<file path="src/rtl/mm_fetch_scheduler_if.sv">
// Handshake bundle shared by the fetch scheduler, the input-RAM read
// controller and the fault-tolerant compute core.
interface mm_fetch_scheduler_if;
  logic       start;
  logic       row_done;
  logic       fetch_A;
  logic       fetch_B;
  logic       b_load;
  logic [5:0] b_row_idx;
  logic       a_valid;
  logic [5:0] a_row_idx;
  logic [1:0] pass_id;
  logic       busy;
  logic       finish;
  logic       err;

  // Scheduler side: consumes the job request and the core's row_done.
  modport master (
    input  start, row_done,
    output fetch_A, fetch_B, b_load, b_row_idx, a_valid, a_row_idx,
           pass_id, busy, finish, err
  );

  // RAM controller / core side.
  modport slave (
    output start, row_done,
    input  fetch_A, fetch_B, b_load, b_row_idx, a_valid, a_row_idx,
           pass_id, busy, finish, err
  );
endinterface

</file>
<file path="src/rtl/mm_fetch_scheduler.sv">
// Job sequencer for one redundant matrix job: per pass it requests the
// B burst, captures N_ROWS B rows, then walks N_ROWS A rows plus one
// flush fetch, gated by the core's row_done. A watchdog aborts a stalled
// job with a sticky err flag.
module mm_fetch_scheduler #(
  parameter int N_ROWS       = 32,
  parameter int NUM_PASSES   = 3,
  parameter int RD_LAT       = 3,
  parameter int B_ROW_PERIOD = 6,
  parameter int TIMEOUT      = 255
) (
  input logic                  clk,
  input logic                  rst,
  mm_fetch_scheduler_if.master bus
);

  localparam int              WD_W      = $clog2(TIMEOUT + 1);
  localparam logic [5:0]      LAST_ROW  = 6'(N_ROWS - 1);
  localparam logic [1:0]      LAST_PASS = 2'(NUM_PASSES - 1);
  localparam logic [WD_W-1:0] WD_LIMIT  = WD_W'(TIMEOUT - 1);
  localparam logic [WD_W-1:0] WD_MAX    = WD_W'(TIMEOUT);
  localparam logic [WD_W-1:0] WD_ONE    = WD_W'(1);
  // Countdown reloads: the strobe is raised when the counter reaches 1 so
  // that it lands exactly RD_LAT / B_ROW_PERIOD cycles after its trigger.
  localparam logic [7:0]      LAT_LOAD   = 8'(RD_LAT - 1);
  localparam logic [7:0]      ROW_LOAD   = 8'(B_ROW_PERIOD - 1);
  localparam logic [7:0]      FLUSH_LOAD = 8'(RD_LAT);

  typedef enum logic [3:0] {
    IDLE,
    B_REQ,
    B_STREAM,
    A_REQ,
    A_LAT,
    A_WAIT,
    FLUSH,
    FLUSH_WAIT,
    PASS_END,
    DONE
  } state_t;

  state_t          state;
  logic [7:0]      lat_cnt;
  logic [WD_W-1:0] wd_cnt;
  logic            start_q;
  logic            start_qq;
  logic            start_edge;

  logic            fetch_a;
  logic            fetch_b;
  logic            b_load;
  logic [5:0]      b_row_idx;
  logic            a_valid;
  logic [5:0]      a_row_idx;
  logic [1:0]      pass_id;
  logic            busy;
  logic            finish;
  logic            err;

  // Register the start level and detect its rising edge one cycle later.
  always_ff @(posedge clk or posedge rst) begin
    if (rst) begin
      start_q  <= 1'b0;
      start_qq <= 1'b0;
    end else begin
      // NOTE: registers are updated with non-blocking assignments so every
      // flop samples the values present before the clock edge.
      start_q  <= bus.start;
      start_qq <= start_q;
    end
  end

  assign start_edge = start_q & ~start_qq;

  // Job FSM with registered strobes, indices, status and watchdog.
  always_ff @(posedge clk or posedge rst) begin
    if (rst) begin
      state     <= IDLE;
      lat_cnt   <= '0;
      wd_cnt    <= '0;
      fetch_a   <= 1'b0;
      fetch_b   <= 1'b0;
      b_load    <= 1'b0;
      b_row_idx <= '0;
      a_valid   <= 1'b0;
      a_row_idx <= '0;
      pass_id   <= '0;
      busy      <= 1'b0;
      finish    <= 1'b0;
      err       <= 1'b0;
    end else begin
      fetch_a <= 1'b0;
      fetch_b <= 1'b0;
      b_load  <= 1'b0;
      a_valid <= 1'b0;
      finish  <= 1'b0;

      unique case (state)
        IDLE: begin
          if (start_edge) begin
            state     <= B_REQ;
            fetch_b   <= 1'b1;
            busy      <= 1'b1;
            err       <= 1'b0;
            pass_id   <= '0;
            a_row_idx <= '0;
            b_row_idx <= '0;
          end
        end

        B_REQ: begin
          state     <= B_STREAM;
          lat_cnt   <= LAT_LOAD;
          b_row_idx <= '0;
        end

        B_STREAM: begin
          if (lat_cnt != 8'd0) begin
            lat_cnt <= lat_cnt - 8'd1;
            if (lat_cnt == 8'd1) b_load <= 1'b1;
          end else if (b_row_idx == LAST_ROW) begin
            state     <= A_REQ;
            fetch_a   <= 1'b1;
            a_row_idx <= '0;
          end else begin
            b_row_idx <= b_row_idx + 6'd1;
            lat_cnt   <= ROW_LOAD;
          end
        end

        A_REQ: begin
          state   <= A_LAT;
          lat_cnt <= LAT_LOAD;
        end

        A_LAT: begin
          lat_cnt <= lat_cnt - 8'd1;
          if (lat_cnt == 8'd1) begin
            state   <= A_WAIT;
            a_valid <= 1'b1;
            wd_cnt  <= '0;
          end
        end

        A_WAIT: begin
          if (bus.row_done) begin
            fetch_a <= 1'b1;
            if (a_row_idx == LAST_ROW) begin
              state <= FLUSH;
            end else begin
              state     <= A_REQ;
              a_row_idx <= a_row_idx + 6'd1;
            end
          end else if (wd_cnt == WD_LIMIT) begin
            wd_cnt <= WD_MAX;
            err    <= 1'b1;
            finish <= 1'b1;
            busy   <= 1'b0;
            state  <= DONE;
          end else if (wd_cnt != WD_MAX) begin
            wd_cnt <= wd_cnt + WD_ONE;
          end
        end

        FLUSH: begin
          state   <= FLUSH_WAIT;
          lat_cnt <= FLUSH_LOAD;
        end

        FLUSH_WAIT: begin
          lat_cnt <= lat_cnt - 8'd1;
          if (lat_cnt == 8'd1) state <= PASS_END;
        end

        PASS_END: begin
          if (pass_id != LAST_PASS) begin
            pass_id <= pass_id + 2'd1;
            fetch_b <= 1'b1;
            state   <= B_REQ;
          end else begin
            finish <= 1'b1;
            busy   <= 1'b0;
            state  <= DONE;
          end
        end

        DONE: begin
          state <= IDLE;
        end

        default: begin
          state <= IDLE;
        end
      endcase
    end
  end

  assign bus.fetch_A   = fetch_a;
  assign bus.fetch_B   = fetch_b;
  assign bus.b_load    = b_load;
  assign bus.b_row_idx = b_row_idx;
  assign bus.a_valid   = a_valid;
  assign bus.a_row_idx = a_row_idx;
  assign bus.pass_id   = pass_id;
  assign bus.busy      = busy;
  assign bus.finish    = finish;
  assign bus.err       = err;

endmodule

</file>
<file path="src/flat_wrapper.sv">
// flat-port wrapper written by rule: the top's interface ports become plain ports
module mm_fetch_scheduler_flat 
#(
  parameter int N_ROWS       = 32,
  parameter int NUM_PASSES   = 3,
  parameter int RD_LAT       = 3,
  parameter int B_ROW_PERIOD = 6,
  parameter int TIMEOUT      = 255
)
  (clk, rst, bus_start, bus_row_done, bus_fetch_A, bus_fetch_B, bus_b_load, bus_b_row_idx, bus_a_valid, bus_a_row_idx, bus_pass_id, bus_busy, bus_finish, bus_err);
  mm_fetch_scheduler_if bus_i ();
  input logic clk;
  input logic rst;
  input wire logic [$bits(bus_i.start)-1:0] bus_start;
  input wire logic [$bits(bus_i.row_done)-1:0] bus_row_done;
  output wire logic [$bits(bus_i.fetch_A)-1:0] bus_fetch_A;
  output wire logic [$bits(bus_i.fetch_B)-1:0] bus_fetch_B;
  output wire logic [$bits(bus_i.b_load)-1:0] bus_b_load;
  output wire logic [$bits(bus_i.b_row_idx)-1:0] bus_b_row_idx;
  output wire logic [$bits(bus_i.a_valid)-1:0] bus_a_valid;
  output wire logic [$bits(bus_i.a_row_idx)-1:0] bus_a_row_idx;
  output wire logic [$bits(bus_i.pass_id)-1:0] bus_pass_id;
  output wire logic [$bits(bus_i.busy)-1:0] bus_busy;
  output wire logic [$bits(bus_i.finish)-1:0] bus_finish;
  output wire logic [$bits(bus_i.err)-1:0] bus_err;
  assign bus_i.start = bus_start;
  assign bus_i.row_done = bus_row_done;
  assign bus_fetch_A = bus_i.fetch_A;
  assign bus_fetch_B = bus_i.fetch_B;
  assign bus_b_load = bus_i.b_load;
  assign bus_b_row_idx = bus_i.b_row_idx;
  assign bus_a_valid = bus_i.a_valid;
  assign bus_a_row_idx = bus_i.a_row_idx;
  assign bus_pass_id = bus_i.pass_id;
  assign bus_busy = bus_i.busy;
  assign bus_finish = bus_i.finish;
  assign bus_err = bus_i.err;
  mm_fetch_scheduler #(.N_ROWS(N_ROWS), .NUM_PASSES(NUM_PASSES), .RD_LAT(RD_LAT), .B_ROW_PERIOD(B_ROW_PERIOD), .TIMEOUT(TIMEOUT)) u_core (.clk(clk), .rst(rst), .bus(bus_i));
endmodule
</file>
<file path="config.mk">
export PLATFORM = sky130hd
export DESIGN_NAME = mm_fetch_scheduler_flat
export DESIGN_NICKNAME = d
export VERILOG_FILES = /design/src/rtl/mm_fetch_scheduler_if.sv /design/src/rtl/mm_fetch_scheduler.sv /design/src/flat_wrapper.sv
export SDC_FILE = /design/constraint.sdc
export NUM_CORES = 1
export LEC_CHECK = 0
export CAP_MARGIN = 20
export CORE_MARGIN = 1.5
export CORE_UTILIZATION = 50
export CTS_BUF_LIST = sky130_fd_sc_hd__clkbuf_8 sky130_fd_sc_hd__clkbuf_16
export DETAILED_ROUTE_END_ITERATION = 10
export DONT_BUFFER_PORTS = 1
export PLACE_DENSITY_LB_ADDON = 0.15
export SYNTH_ARGS = -nofsm -noshare
export SYNTH_HDL_FRONTEND = slang
export SYNTH_SLANG_ARGS = --single-unit
</file>
<file path="constraint.sdc">
create_clock -name clk -period 2.92 [get_ports clk]
set_input_delay 0.146 -clock clk [delete_from_list [all_inputs] [get_ports clk]]
set_output_delay 0.146 -clock clk [all_outputs]
set_load 0.02 [all_outputs]
</file>
# ---- Yosys cells after proc, flatten, opt, wreduce, memory -nomap -nowiden
# Cells that the tools add are included.
dict set report word_totals {
  rom_bits 0
  elab_cells 124
  input_bits 4
  n_memories 0
  latch_bits 0
  mem_bits_rw 0
  regBits 43
}
dict set report classes {
  n_shift 0
  n_eq_ne 29
  multipliers 0
  magnitude_cmp 0
  n_reduce_logical 19
  muxes 54
  bitwise 2
  n_div 0
  addsub 5
}
# operator n
set op_table {}
lappend op_table {{$mux W8} 6}
lappend op_table {{$mux W6} 7}
lappend op_table {{$pmux W4 S9} 1}
lappend op_table {{$pmux W6 S3} 2}
lappend op_table {{$mux W4} 8}
lappend op_table {{$pmux W8 S4} 1}
lappend op_table {{$mux W1} 19}
lappend op_table {{$eq A4 B3 Y1 const B} 4}
lappend op_table {{$pmux W8 S2} 1}
lappend op_table {{$ne A2 B2 Y1 const B} 7}
lappend op_table {{$add A6 B1 Y6 const B} 2}
lappend op_table {{$eq A6 B5 Y1 const B} 2}
lappend op_table {{$ne A2 B1 Y1 const B} 6}
lappend op_table {{$reduce_and A4 Y1} 3}
lappend op_table {{$reduce_and A6 Y1} 2}
lappend op_table {{$reduce_bool A3 Y1} 3}
lappend op_table {{$add A8 B1 Y8 const B} 1}
lappend op_table {{$eq A4 B2 Y1 const B} 2}
lappend op_table {{$eq A8 B1 Y1 const B} 1}
lappend op_table {{$eq A8 B8 Y1 const B} 1}
lappend op_table {{$ne A8 B8 Y1 const B} 1}
lappend op_table {{$pmux W1 S2} 4}
lappend op_table {{$reduce_bool A8 Y1} 1}
lappend op_table {{$sub A8 B1 Y8 const B} 1}
lappend op_table {{other kinds (18)} 23}

# ---- Logic depth before layout (Yosys ltp)
dict set report depth {
  ltp_word 5
  ltp_mapped 8
  ltp_nobuf 7
}

# ---- Worst setup path after synthesis
# No wires, ideal clock.
dict set report synth_path {
  path_type {register -> register}
  from {register u_core.lat_cnt[0]}
  to {register u_core.a_row_idx[0] (netlist: u_core.bus.a_row_idx[0])}
  t_required_ps 2799
  path_slack_ps 822
  path_stages_with_launch 9
  path_buffers 1
  arrival_ps 1977
  setup_time_ps 121
  path_cell_list {dfrtp_1 > inv_1 > ha_1 > nor3b_1 > nand4_4 > a211o_1 > nand2b_4 > buf_6 > a22o_1}
}
dict set report synth_via {
  elab_chain_len 3
}
# element line
set synth_lines {}
lappend synth_lines {{start, declared} mm_fetch_scheduler.sv:43} ;# logic [7:0] lat_cnt;
lappend synth_lines {{start signal, assigned} mm_fetch_scheduler.sv:119} ;# lat_cnt <= lat_cnt - 8'd1;
lappend synth_lines {{start signal, assigned} mm_fetch_scheduler.sv:137} ;# lat_cnt <= lat_cnt - 8'd1;
lappend synth_lines {{start signal, assigned} mm_fetch_scheduler.sv:171} ;# lat_cnt <= lat_cnt - 8'd1;
lappend synth_lines {{$reduce_bool A8 Y1} mm_fetch_scheduler.sv:118} ;# if (lat_cnt != 8'd0) begin
lappend synth_lines {{$ne A2 B2 Y1 (no source line)} --}
lappend synth_lines {{$reduce_and A6 Y1 (no source line)} --}
lappend synth_lines {{end signal, assigned} mm_fetch_scheduler.sv:152} ;# a_row_idx <= a_row_idx + 6'd1;
lappend synth_lines {{end, declared} mm_fetch_scheduler.sv:54} ;# logic [5:0] a_row_idx;
# No other way between the ends.
# A chain may end at the register's enable or synchronous reset.

# ---- Final worst setup path
dict set report layout_path {
  from {register u_core.state[0]}
  to {register u_core.wd_cnt[1]}
}
dict set report layout_via {
  elab_chain_len 3
  elab_cells_between_ends 8
  cone_classes {eq/ne: 5; mux: 1; reduce/logical: 2}
}
# element line
set layout_lines {}
lappend layout_lines {{start, declared} mm_fetch_scheduler.sv:42} ;# state_t state;
lappend layout_lines {{start signal, assigned} mm_fetch_scheduler.sv:78} ;# state <= IDLE;
lappend layout_lines {{start signal, assigned} mm_fetch_scheduler.sv:101} ;# state <= B_REQ;
lappend layout_lines {{start signal, assigned} mm_fetch_scheduler.sv:112} ;# state <= B_STREAM;
lappend layout_lines {{$eq A4 B3 Y1} mm_fetch_scheduler.sv:98} ;# unique case (state)
lappend layout_lines {{$ne A3 B1 Y1 (no source line), or another cell as far along} --}
lappend layout_lines {{$reduce_and A4 Y1 (no source line)} --}
lappend layout_lines {{end signal, assigned} mm_fetch_scheduler.sv:161} ;# wd_cnt <= wd_cnt + WD_ONE;
lappend layout_lines {{end, declared} mm_fetch_scheduler.sv:44} ;# logic [WD_W-1:0] wd_cnt;
# Parallel ways exist; a longest one is shown, timed or not.

==> impl_results.md <==
- Buffers added on ports: 0
- Critical Path RT: 3.10 ns
- Fin util: 56.5%
- Max_slew headroom: 58.0%
- Die height: 74.7 µm
- Initial Utilization: 53.0%
- Largest net degree at the start of global routing: 44
- Cells after Synth: 286
- Crit path kind: reg2reg
- Congestion Overflow GR: 0
- Worst Tran Pin Value: approximately 0.62 ns
- Worst Path Buf+Inv: 0
- Die footprint: 5580 µm²
- Final Critical Period: 2.36 ns
- Setup_tns: 0 ns
- Worst hold path class: in2reg
- First-pass GRT wire length: 9260 µm
- DRC: 0
- Die W: 74.7 µm
- Wirelength, routed: 5400 µm
- Latest clock arrival within the worst-skew pair: 0.30 ns
- Layout cells sized above 1: 8.59%
- Number of global-route vias before repair: between 1500 and 2000
- Leak: 1.17 nW
- Vias: 2146
- Synthesized flop and latch total: 43
- Seq/Total Area, Yosys: 41.9%
- Number of enable flip-flop cells after synthesis: 0
- Maximum VDD drop: 264 µV
- Crit. End Element: flip-flop
- Power density of the placed cells: roughly 360 nW/µm²
- Crit-path cells: nand4bb_1, nor4_1, a211oi_4, mux2_1
- CTS tree: yes
- Status: finished, final reports clean
- Synthesis-to-finish area growth: 6.67%
- H-tree levels: 2
- Top delay family on crit path: simple AND/OR/NAND/NOR gates
- Final-report hold violation count: 0
- Core area: 4850 µm²
- Drt pass-1 iters: 4
- Routed vias/inst: 5.99
- Number of library cell types mapped by synthesis: 60
- Slowest-stage cell, CP: dfrtp_1
- CP max FO: 18
- CP Launch Type: flip-flop
- Routed wire per std cell: 15.1 µm
- HPWL after detailed placement: 3840 µm
- MaxCap Viol Count: 0
- Most frequent cells in the layout: dfrtp_1 (43), a21oi_1 (27), nand2_1 (26), nor2_1 (21), o21ai_0 (21)
- Final Cycle Share: 80.9%
- Maximum root-to-sink buffer count: 2
- Synth Area per Inst: between 8 and 9 µm²
- RSZ-0062 raised after global routing: false
- CTS Sinks: between 40 and 50
- Final setup skew: 0.00393 ns
- Root buffer selected by CTS: clkbuf_8
- CP Data Arrival Time: 2.54 ns
- Post-CTS sizing: 0
- Global-route usage over all layers: a little over a fifth
- Antenna Violating Nets Remaining: 0
- Leading cell type in the layout, fill and taps excluded: dfrtp_1
- TritonCTS buffer count: 5
- Largest stage delay, worst path: 0.64 ns
- Antenna diode count: 0
- Clock-pin slew on the worst setup and hold paths: 0.08 ns
- # rows: 25
- Cell area after synthesis: 2570 µm²
- Slew Viols, Final: 0
- Yosys warnings: 0
- Post-synth ARST share: 100%
- Endpoints failing setup: 0
- Cts hold-fix bufs: 2
- IO Pins: 25
- Initial antenna violation count: 0
- Initial DRC count: 175
- Most used DFF post-synth: dfrtp_1
- Post-CTS setup buffer count: 0
- Max Freq: between 400 and 500 MHz
- Syn Nets: just under 300
- Final Net Count: 302
- RePlAce Congestion: roughly 0.85
## layer usage
metal  track usage, %  wire length, µm  vias to the layer above
met5                0                0                        -
met1             31.4             2800                     1024
met4             6.06               50                        0
li1                 -                -                     1061
met2             31.8             2300                       54
met3             6.02              251                        7
## kinds of logic (layout without fill, tap and decap cells)
logic type / count (synthesis) / in the layout / share of synthesized area, %
and+or+nand+nor: 123 / 123 / 27.2
AOI/OAI and AO/OA: 87 / 87 / 22.2
DFF: 43 / 43 / 41.9
buffers and inverters: 22 / 27 / 3.60
adders and majority gates: 8 / 8 / 3.90
muxes: 3 / 3 / 1.22
## flip-flops by register name, indices dropped and copies added (netlist names), 2 cells and up
register              flops
u_core.state              4
u_core.lat_cnt            8
u_core.wd_cnt             8
u_core.bus.b_row_idx      6
u_core.bus.a_row_idx      6
u_core.bus.pass_id        2
## power breakdown
part / internal [mW] / switching (mW) / leakage [nW] / total [mW]
Clock: 0.161 / 0.201 / 0.0505 / 0.362
Sequential: 0.596 / 0.000431 / 0.550 / 0.597
Combinational: 0.00413 / 0.0138 / 0.566 / 0.0179
Total: 0.761 / 0.215 / 1.17 / 0.976
## synth_stat cells, types with 2 or more instances
library cell / count / area share (%)
buf_2: 2 / 0.39
o2bb2ai_1: 5 / 1.7
a21oi_1: 27 / 5.3
o31ai_1: 3 / 0.88
nand2_1: 26 / 3.8
nor3b_1: 2 / 0.58
o211ai_1: 4 / 1.2
nand2b_1: 6 / 1.5
a211oi_1: 2 / 0.58
a22o_1: 3 / 1.0
and3_1: 4 / 0.97
ha_1: 8 / 3.9
a31oi_1: 4 / 0.97
nand4_1: 7 / 1.7
or3_1: 4 / 0.97
a211o_1: 2 / 0.68
nor2_1: 21 / 3.1
nor4_1: 3 / 0.73
nor3_1: 11 / 2.1
inv_1: 13 / 1.9
nor2b_1: 7 / 1.7
o21ai_0: 21 / 4.1
nand3_1: 12 / 2.3
dfrtp_1: 43 / 42
mux2i_1: 2 / 0.78
and2_1: 4 / 0.97
or2_2: 2 / 0.49
clkbuf_1: 6 / 0.88
## final cells by class
cell class,instances,area (µm²)
Multi-Input combinational cell,221,1400
Fill cell,458,2110
Clock inverter,3,12.5
Sequential cell,43,1080
Inverter,13,48.8
Timing Repair Buffer,6,50.0
Clock buffer,5,68.8
Tap cell,67,83.8
## worst register-to-register path: stages (launching register included)
cell and delay (ns):
dfrtp_1 0.64, nand4bb_1 0.49, nor4_1 0.63, a211oi_4 0.15
mux2_1 0.34
## stage by stage
stage | instances | setup slack (ns) | power (mW) | cell area (µm²) | hold WS, ns
final | 358 | 0.557 | 0.976 | 2740 | 0.0160
after global routing | 358 | 0.397 | 1.01 | 2740 | 0.00263
after CTS | 358 | 0.548 | 0.988 | 2740 | 0.00174
after detailed placement | 348 | 0.614 | 0.626 | 2640 | 0.177
after global placement | 348 | 0.731 | 0.625 | 2640 | 0.177
after floorplan | 286 | 0.822 | 0.620 | 2570 | 0.177
## path summary, 6_finish.rpt
check | startpoint | end | slack, ns | cells after the start
setup / recovery | u_core.state[0] | u_core.wd_cnt[1] | 0.56 | 4
hold / removal | bus_row_done | u_core.bus.fetch_A | 0.02 | 2
setup reg to reg | u_core.state[0] | u_core.wd_cnt[1] | 0.56 | 4
hold reg to reg | u_core.start_q | u_core.start_qq | 0.37 | 0
max in group asynchronous | rst | u_core.lat_cnt[4] | 2.12 | 3
min in group asynchronous | rst | u_core.lat_cnt[6] | 0.43 | 3
Note: power is estimated with default switching activity, not from simulation.
